[src/rtl/gmii_pkg.sv]
// Shared constants and types for the GMII receive timestamping parser.
// Imported by the CRC helper and the top-level parser.
package gmii_pkg;

    localparam logic [7:0]  GMII_PREAMBLE   = 8'h55;
    localparam logic [7:0]  GMII_SFD        = 8'hD5;
    localparam logic [31:0] CRC32_INIT      = 32'hFFFF_FFFF;
    localparam logic [31:0] CRC32_RESIDUE   = 32'hDEBB_20E3;
    localparam logic [31:0] CRC32_POLY_REFL = 32'hEDB8_8320;

    localparam logic [11:0] LEN_SAT  = 12'hFFF;
    localparam logic [2:0]  PCNT_SAT = 3'd7;

    localparam int ERR_RUNT     = 0;
    localparam int ERR_OVERSIZE = 1;

    typedef enum logic [1:0] {
        ST_IDLE,
        ST_PREAMBLE,
        ST_DATA,
        ST_DROP
    } rx_state_e;

    typedef struct packed {
        logic [31:0] ts;
        logic [11:0] len;
        logic        crc_ok;
        logic [1:0]  err;
    } rx_desc_t;

endpackage

[src/rtl/gmii_crc32_d8.sv]
// One-byte step of the reflected Ethernet CRC32, LSB of the byte first.
// Purely combinational; the running register is held by the caller.
module gmii_crc32_d8
    import gmii_pkg::*;
(
    input  logic [31:0] crc_in,
    input  logic [7:0]  data,
    output logic [31:0] crc_out
);

    logic [31:0] c;

    always_comb begin
        c = crc_in;
        for (int i = 0; i < 8; i++) begin
            if (c[0] ^ data[i]) begin
                c = (c >> 1) ^ CRC32_POLY_REFL;
            end else begin
                c = c >> 1;
            end
        end
        crc_out = c;
    end

endmodule

[src/rtl/gmii_rx_ts_parser.sv]
// GMII receive front-end: strips preamble/SFD, timestamps at the SFD,
// forwards DA..FCS with sop/eop, checks CRC32 and emits a descriptor.
module gmii_rx_ts_parser
    import gmii_pkg::*;
#(
    parameter int          MAX_LEN   = 1522,
    parameter int          MIN_LEN   = 64,
    parameter logic [31:0] TS_OFFSET = 32'd0
) (
    input  logic        clk,
    input  logic        rst_n,
    input  logic [31:0] local_clock,
    input  logic [7:0]  RXD,
    input  logic        RXDV,
    output logic [7:0]  o_data,
    output logic        o_data_valid,
    output logic        o_sop,
    output logic        o_eop,
    output logic        o_desc_valid,
    output logic [31:0] o_desc_ts,
    output logic [11:0] o_desc_len,
    output logic        o_desc_crc_ok,
    output logic [1:0]  o_desc_err,
    output logic [15:0] o_frame_cnt,
    output logic [15:0] o_err_cnt
);

    localparam logic [11:0] MIN_L = 12'(MIN_LEN);
    localparam logic [11:0] MAX_L = 12'(MAX_LEN);

    // Input capture stage; local_clock is captured alongside the byte
    // so the timestamp refers to the edge that sampled the SFD.
    logic [7:0]  rxd_q;
    logic        rxdv_q;
    logic [31:0] lclk_q;

    rx_state_e   state_q, state_d;
    logic [2:0]  pcnt_q, pcnt_d;
    logic [31:0] ts_q, ts_d;
    logic [11:0] len_q, len_d;
    logic [31:0] crc_q, crc_d;
    logic [7:0]  hold_q, hold_d;
    logic        hold_vld_q, hold_vld_d;
    logic        first_q, first_d;

    logic [7:0]  data_q, data_d;
    logic        data_valid_q, data_valid_d;
    logic        sop_q, sop_d;
    logic        eop_q, eop_d;
    logic        desc_valid_q, desc_valid_d;
    rx_desc_t    desc_q, desc_d;
    logic [15:0] frame_cnt_q, frame_cnt_d;
    logic [15:0] err_cnt_q, err_cnt_d;

    logic [31:0] crc_next;
    logic        frame_crc_ok;
    logic [1:0]  frame_err;

    gmii_crc32_d8 u_crc (
        .crc_in  (crc_q),
        .data    (rxd_q),
        .crc_out (crc_next)
    );

    always_comb begin
        frame_crc_ok            = (crc_q == CRC32_RESIDUE) && (len_q >= 12'd4);
        frame_err               = '0;
        frame_err[ERR_RUNT]     = len_q < MIN_L;
        frame_err[ERR_OVERSIZE] = len_q > MAX_L;
    end

    always_comb begin
        state_d      = state_q;
        pcnt_d       = pcnt_q;
        ts_d         = ts_q;
        len_d        = len_q;
        crc_d        = crc_q;
        hold_d       = hold_q;
        hold_vld_d   = hold_vld_q;
        first_d      = first_q;
        data_d       = data_q;
        data_valid_d = 1'b0;
        sop_d        = 1'b0;
        eop_d        = 1'b0;
        desc_valid_d = 1'b0;
        desc_d       = desc_q;
        frame_cnt_d  = frame_cnt_q;
        err_cnt_d    = err_cnt_q;

        unique case (state_q)
            ST_IDLE: begin
                if (rxdv_q) begin
                    if (rxd_q == GMII_PREAMBLE) begin
                        state_d = ST_PREAMBLE;
                        pcnt_d  = 3'd1;
                    end else begin
                        state_d   = ST_DROP;
                        err_cnt_d = err_cnt_q + 16'd1;
                    end
                end
            end

            ST_PREAMBLE: begin
                if (!rxdv_q) begin
                    state_d   = ST_IDLE;
                    err_cnt_d = err_cnt_q + 16'd1;
                end else if (rxd_q == GMII_PREAMBLE) begin
                    if (pcnt_q != PCNT_SAT) begin
                        pcnt_d = pcnt_q + 3'd1;
                    end
                end else if (rxd_q == GMII_SFD && pcnt_q != 3'd0) begin
                    state_d    = ST_DATA;
                    ts_d       = lclk_q + TS_OFFSET;
                    len_d      = '0;
                    crc_d      = CRC32_INIT;
                    hold_vld_d = 1'b0;
                    first_d    = 1'b1;
                end else begin
                    state_d   = ST_DROP;
                    err_cnt_d = err_cnt_q + 16'd1;
                end
            end

            ST_DATA: begin
                // The held byte leaves now; whether it is the last one
                // is decided by the RXDV of the byte behind it.
                if (hold_vld_q) begin
                    data_d       = hold_q;
                    data_valid_d = 1'b1;
                    sop_d        = first_q;
                    first_d      = 1'b0;
                end
                if (rxdv_q) begin
                    hold_d     = rxd_q;
                    hold_vld_d = 1'b1;
                    crc_d      = crc_next;
                    if (len_q != LEN_SAT) begin
                        len_d = len_q + 12'd1;
                    end
                end else begin
                    state_d    = ST_IDLE;
                    hold_vld_d = 1'b0;
                    if (hold_vld_q) begin
                        eop_d         = 1'b1;
                        desc_valid_d  = 1'b1;
                        desc_d.ts     = ts_q;
                        desc_d.len    = len_q;
                        desc_d.crc_ok = frame_crc_ok;
                        desc_d.err    = frame_err;
                        frame_cnt_d   = frame_cnt_q + 16'd1;
                        if (!frame_crc_ok || frame_err != 2'b00) begin
                            err_cnt_d = err_cnt_q + 16'd1;
                        end
                    end else begin
                        err_cnt_d = err_cnt_q + 16'd1;
                    end
                end
            end

            ST_DROP: begin
                if (!rxdv_q) begin
                    state_d = ST_IDLE;
                end
            end

            default: state_d = ST_IDLE;
        endcase
    end

    always_ff @(posedge clk or negedge rst_n) begin
        if (!rst_n) begin
            rxd_q        <= '0;
            rxdv_q       <= 1'b0;
            lclk_q       <= '0;
            state_q      <= ST_IDLE;
            pcnt_q       <= '0;
            ts_q         <= '0;
            len_q        <= '0;
            crc_q        <= '0;
            hold_q       <= '0;
            hold_vld_q   <= 1'b0;
            first_q      <= 1'b0;
            data_q       <= '0;
            data_valid_q <= 1'b0;
            sop_q        <= 1'b0;
            eop_q        <= 1'b0;
            desc_valid_q <= 1'b0;
            desc_q       <= '0;
            frame_cnt_q  <= '0;
            err_cnt_q    <= '0;
        end else begin
            rxd_q        <= RXD;
            rxdv_q       <= RXDV;
            lclk_q       <= local_clock;
            state_q      <= state_d;
            pcnt_q       <= pcnt_d;
            ts_q         <= ts_d;
            len_q        <= len_d;
            crc_q        <= crc_d;
            hold_q       <= hold_d;
            hold_vld_q   <= hold_vld_d;
            first_q      <= first_d;
            data_q       <= data_d;
            data_valid_q <= data_valid_d;
            sop_q        <= sop_d;
            eop_q        <= eop_d;
            desc_valid_q <= desc_valid_d;
            desc_q       <= desc_d;
            frame_cnt_q  <= frame_cnt_d;
            err_cnt_q    <= err_cnt_d;
        end
    end

    assign o_data        = data_q;
    assign o_data_valid  = data_valid_q;
    assign o_sop         = sop_q;
    assign o_eop         = eop_q;
    assign o_desc_valid  = desc_valid_q;
    assign o_desc_ts     = desc_q.ts;
    assign o_desc_len    = desc_q.len;
    assign o_desc_crc_ok = desc_q.crc_ok;
    assign o_desc_err    = desc_q.err;
    assign o_frame_cnt   = frame_cnt_q;
    assign o_err_cnt     = err_cnt_q;

endmodule
[config.mk]
export PLATFORM = sky130hd
export DESIGN_NAME = gmii_rx_ts_parser
export DESIGN_NICKNAME = d
export VERILOG_FILES = /design/src/rtl/gmii_pkg.sv /design/src/rtl/gmii_crc32_d8.sv /design/src/rtl/gmii_rx_ts_parser.sv
export SDC_FILE = /design/constraint.sdc
export NUM_CORES = 1
export LEC_CHECK = 0
export BUFFER_PORTS_ARGS = -buffer_cell sky130_fd_sc_hd__buf_2
export CELL_PAD_IN_SITES_DETAIL_PLACEMENT = 0
export CELL_PAD_IN_SITES_GLOBAL_PLACEMENT = 1
export CORE_ASPECT_RATIO = 0.9
export CORE_MARGIN = 5
export CORE_UTILIZATION = 38
export DETAILED_ROUTE_END_ITERATION = 6
export GPL_ROUTABILITY_DRIVEN = 0
export HOLD_SLACK_MARGIN = 0.1
export PLACE_DENSITY = 0.71
export RECOVER_POWER = 50
export SYNTH_ARGS = -nofsm -noshare
export SYNTH_HDL_FRONTEND = slang
export SYNTH_SLANG_ARGS = --single-unit
export TNS_END_PERCENT = 100
[constraint.sdc]
create_clock -name clk -period 2.6 [get_ports clk]
set_input_delay 0.13 -clock clk [delete_from_list [all_inputs] [get_ports clk]]
set_output_delay 0.13 -clock clk [all_outputs]
set_load 0.01 [all_outputs]
==> run summary <==
The relative max-transition margin is -23.8%. dfrtp_1 takes more of the synthesized area than any other cell. The area growth from synthesis to layout is 25.5%.

The routed via count is around 6300. Of the total power, combinational logic draws 31.8%. The final net count is between 1000 and 1500.

After synthesis, the netlist uses between 50 and 60 different library cells. TritonCTS built the clock tree. Setup repair after global routing left no endpoint under its margin. Entering global routing, the biggest net connects between 70 and 80 pins. The number of antenna cells inserted is 0. The final number of hold-violating endpoints was 0. The clock network is responsible for 29.7% of the overall power. The overall track demand over capacity in global routing is roughly 15%.

Counting along the longest clock path gives a buffer depth of 3. The first global-routing pass estimated approximately 35000 µm of wire. The worst setup path is captured at a register.

Max-cap violations in this run came to 1. The portion of the clock cycle consumed by the worst path in the final layout is around 85%. The maximum clock rate came out at roughly 0.45 GHz.

The total of hold buffers inserted after clock tree synthesis is 42. The share of synthesized area in the top cell type comes to between 50% and 60%. The critical path arrival came out at 2580 ps. For this run, asynchronously set or reset flops after synthesis account for 100%.

The detailed router used layers up to and including met4. The synthesized netlist occupies a cell area of about 9400 µm². The most used flip-flop cell after synthesis is dfrtp_1. The highest fanout seen on the critical path is 17. The top-level I/O count is ~130. The root buffer cell chosen for the clock tree is clkbuf_16. After clock tree synthesis, the repair step resized 0 gates. dfrtp_1 is the most common cell in the netlist. The data required time of the critical path came out at around 3000 ps. The number of levels the H-tree was split into came out at 1. The min-delay analysis places its worst path in the category input port to register. The number of input and output port buffers inserted is around 130. The sum of met2 wire segment lengths after detailed routing is roughly 9400 µm.

The total count of max-transition violations in the final report is 70. The count of final setup violators came out at 0. The critical path class is register to register.

The via count of the first global-routing pass is around 6600. The transition time of the tightest slew-check pin is 1860 ps. The summed negative setup slack over all endpoints is 0 ps. Walking the worst path, the cells encountered are ha_1 -> nand3_1 -> or4_1 -> nand2_1 -> nor4_1 -> mux2i_1. The area of the die is 27900 µm². The HPWL after detailed placement came out at between 10000 and 15000 µm.

The mean instance size in the synthesized netlist came out at between 10 and 15 µm². The number of buffers added by the clock tree synthesis step is 24. The net count after synthesis came out at roughly 850. The worst path meets setup with between 300 and 400 ps of slack. The number of antenna violations at the first check in global routing is 0. The number of synthesized flops with an enable pin is 0. The largest incremental delay on the critical path came out at approximately 550 ps. The clock-pin slew reported for the worst setup and hold paths after clock tree synthesis is ~60 ps. The fraction of layout instances using a drive strength above 1 came out at between 20% and 30%. The total grt overflow came out at 0. From left edge to right edge, the die measures ~180 µm.

After detailed routing, the number of remaining DRC violations is 0. The slowest stage of the critical path belongs to the cell or4_1. The total leakage power came out at roughly 5.8 nW. The share of the yosys chip area belonging to registers is about three fifths. The number of iterations in the first detailed-routing pass is 4. The post-synthesis cell count came out at about 800. The critical path's top delay family is simple AND/OR/NAND/NOR gates.

The worst clock skew is between 10 and 15 ps. In the final routing, the length of wire on met1 measures approximately 9900 µm. The synthesis-stage register bit count came out at about 220. The total clock sinks is around 220. Sequential cells account for 38.6% of the total power. The commonest cells after synthesis are dfrtp_1 (222), nand2_1 (162), xnor2_1 (58).

The switching power share of the total came out at about a third. Once the floorplan was initialized, standard cells occupied approximately two fifths of the core. The routed length on met3 is 1070 µm.

The worst voltage drop across the vdd grid came out at just over 0.5 mV. In this run the post-CTS setup repair buffer count came out at 0. The total area of multi-input combinational cells came out at 3630 µm². Cell internal power was estimated by the tool at approximately 7.9 mW. Timing analysis after detailed placement gives a worst setup slack of between 300 and 400 ps. The placeable core area came out at approximately 24000 µm². The buffering stage count on the worst path with inverters included came out at 0. The checks that failed: capacitance limit, slew limit.

The die height is about 160 µm. The total power divided by cell area came out at 988 nW/µm². The worst setup path is launched from a register. The final critical path time including I/O delays and setup is ~2200 ps.

The number of vias per cell after detailed routing came out at around 4.8. The detail route stage leaves a number of antenna-violating nets equal to 0. The flow ran to the end, but the final reports show violations. The average routed wire per standard cell came out at 16.0 µm. In this run the power spent charging and discharging nets is about 3.7 mW. At the later pin of the worst-skew pair, clock insertion delay measures 500 ps. Across the whole layout, storage elements account for around 5600 µm². The count of warnings emitted by yosys is 0. In this run, the number of DRC markers left after iteration 0 of detailed routing was 232. By area the synthesized netlist is led by dfrtp_1 (59%), nand2_1 (6.5%), xnor2_1 (5.4%). The wire length reported by the detailed router is roughly 21000 µm. The count of filler cells inserted in the layout is 2224.

The number of placement rows came out at 54.
==> path summary, 6_finish.rpt <==
check                                      from            to  slack [ps]  depth (start not counted)
min in group asynchronous                 rst_n      rxd_q[2]         650                          2
max in group asynchronous                 rst_n  o_err_cnt[8]         590                          3
worst max-delay path                   len_q[0]      len_q[8]         380                          6
worst min register to register        lclk_q[0]       ts_q[0]         430                          2
worst max register to register         len_q[0]      len_q[8]         380                          6
worst min-delay path            local_clock[11]    lclk_q[11]         260                          2
==> final cells by class <==
class | count | area share (%)
flip-flops and latches | 222 | 47.2
clock inverters | 6 | 0.734
clock buffers | 33 | 6.17
multi-input cells | 530 | 30.9
well taps | 308 | 3.28
inverters | 11 | 0.351
repair buffers | 201 | 11.4
==> flip-flops by register name (all words and copies together) (netlist names), 2 cells and up <==
| signal | cells |
|---|---|
| crc_q | 32 |
| hold_q | 8 |
| lclk_q | 32 |
| len_q | 12 |
| o_data | 8 |
| o_desc_err | 2 |
| o_desc_len | 12 |
| o_desc_ts | 32 |
| o_err_cnt | 16 |
| o_frame_cnt | 16 |
| pcnt_q | 3 |
| rxd_q | 8 |
| state_q | 2 |
| ts_q | 32 |
==> power by group through the flow <==
stage / Clock (mW) / Combinational (mW) / Sequential, mW
after global routing: 3.70 / 4.08 / 4.56
final: 3.45 / 3.69 / 4.48
after CTS: 3.57 / 3.75 / 4.49
after detailed placement: 0 / 3.67 / 4.54
after floorplan: 0 / 2.70 / 4.48
after global placement: 0 / 3.70 / 4.54
==> placed cells by master (no fill, tap or decap), types with 5 or more instances in the layout <==
cell and n:
o21ai_0 6, buf_2 125, buf_4 15, clkbuf_2 6
clkbuf_1 8, dfrtp_1 222, clkbuf_8 7, buf_12 6
inv_1 10, nand4b_1 6, xnor2_2 12, a21oi_1 39
and3_1 14, nor2_1 14, nand3_1 11, xnor2_1 58
mux2i_1 5, nor4_1 6, xor2_1 27, nand2b_1 7
or4_1 8, mux2_1 9, o31ai_1 5, nand3_2 9
nor3_1 38, dlygate4sd3_1 42, clkbuf_16 25, nand4_1 12
mux2_2 41, ha_1 7, nand2_1 162
==> routing by layer <==
layer | vias up | track usage (%)
met5 | - | 0
met4 | 0 | 4.36
met3 | 35 | 2.75
met2 | 150 | 23.9
met1 | 3067 | 21.7
li1 | 3086 | -
==> cells by family after synthesis <==
| logic type | after synthesis | share of synthesized area (%) |
|---|---|---|
| fa+ha+maj | 7 | 0.935 |
| simple gates | 307 | 16.6 |
| mux | 55 | 6.54 |
| flops | 222 | 59.3 |
| compound gates | 60 | 3.59 |
| xor+xnor | 101 | 11.0 |
| buf+inv | 46 | 2.11 |
==> through the flow <==
step	total power [mW]	cell area (µm²)	hold WS (ps)	std cells	util [%]
detailed placement	8.22	10600	141	1230	43.5
global route	12.3	11800	237	1311	48.5
finish	11.6	11800	261	1311	48.5
floorplan	7.18	9370	-166	798	-
CTS	11.8	11800	185	1311	48.6
global placement	8.23	10600	139	1230	43.5
Note: power is estimated with default switching activity, not from simulation.
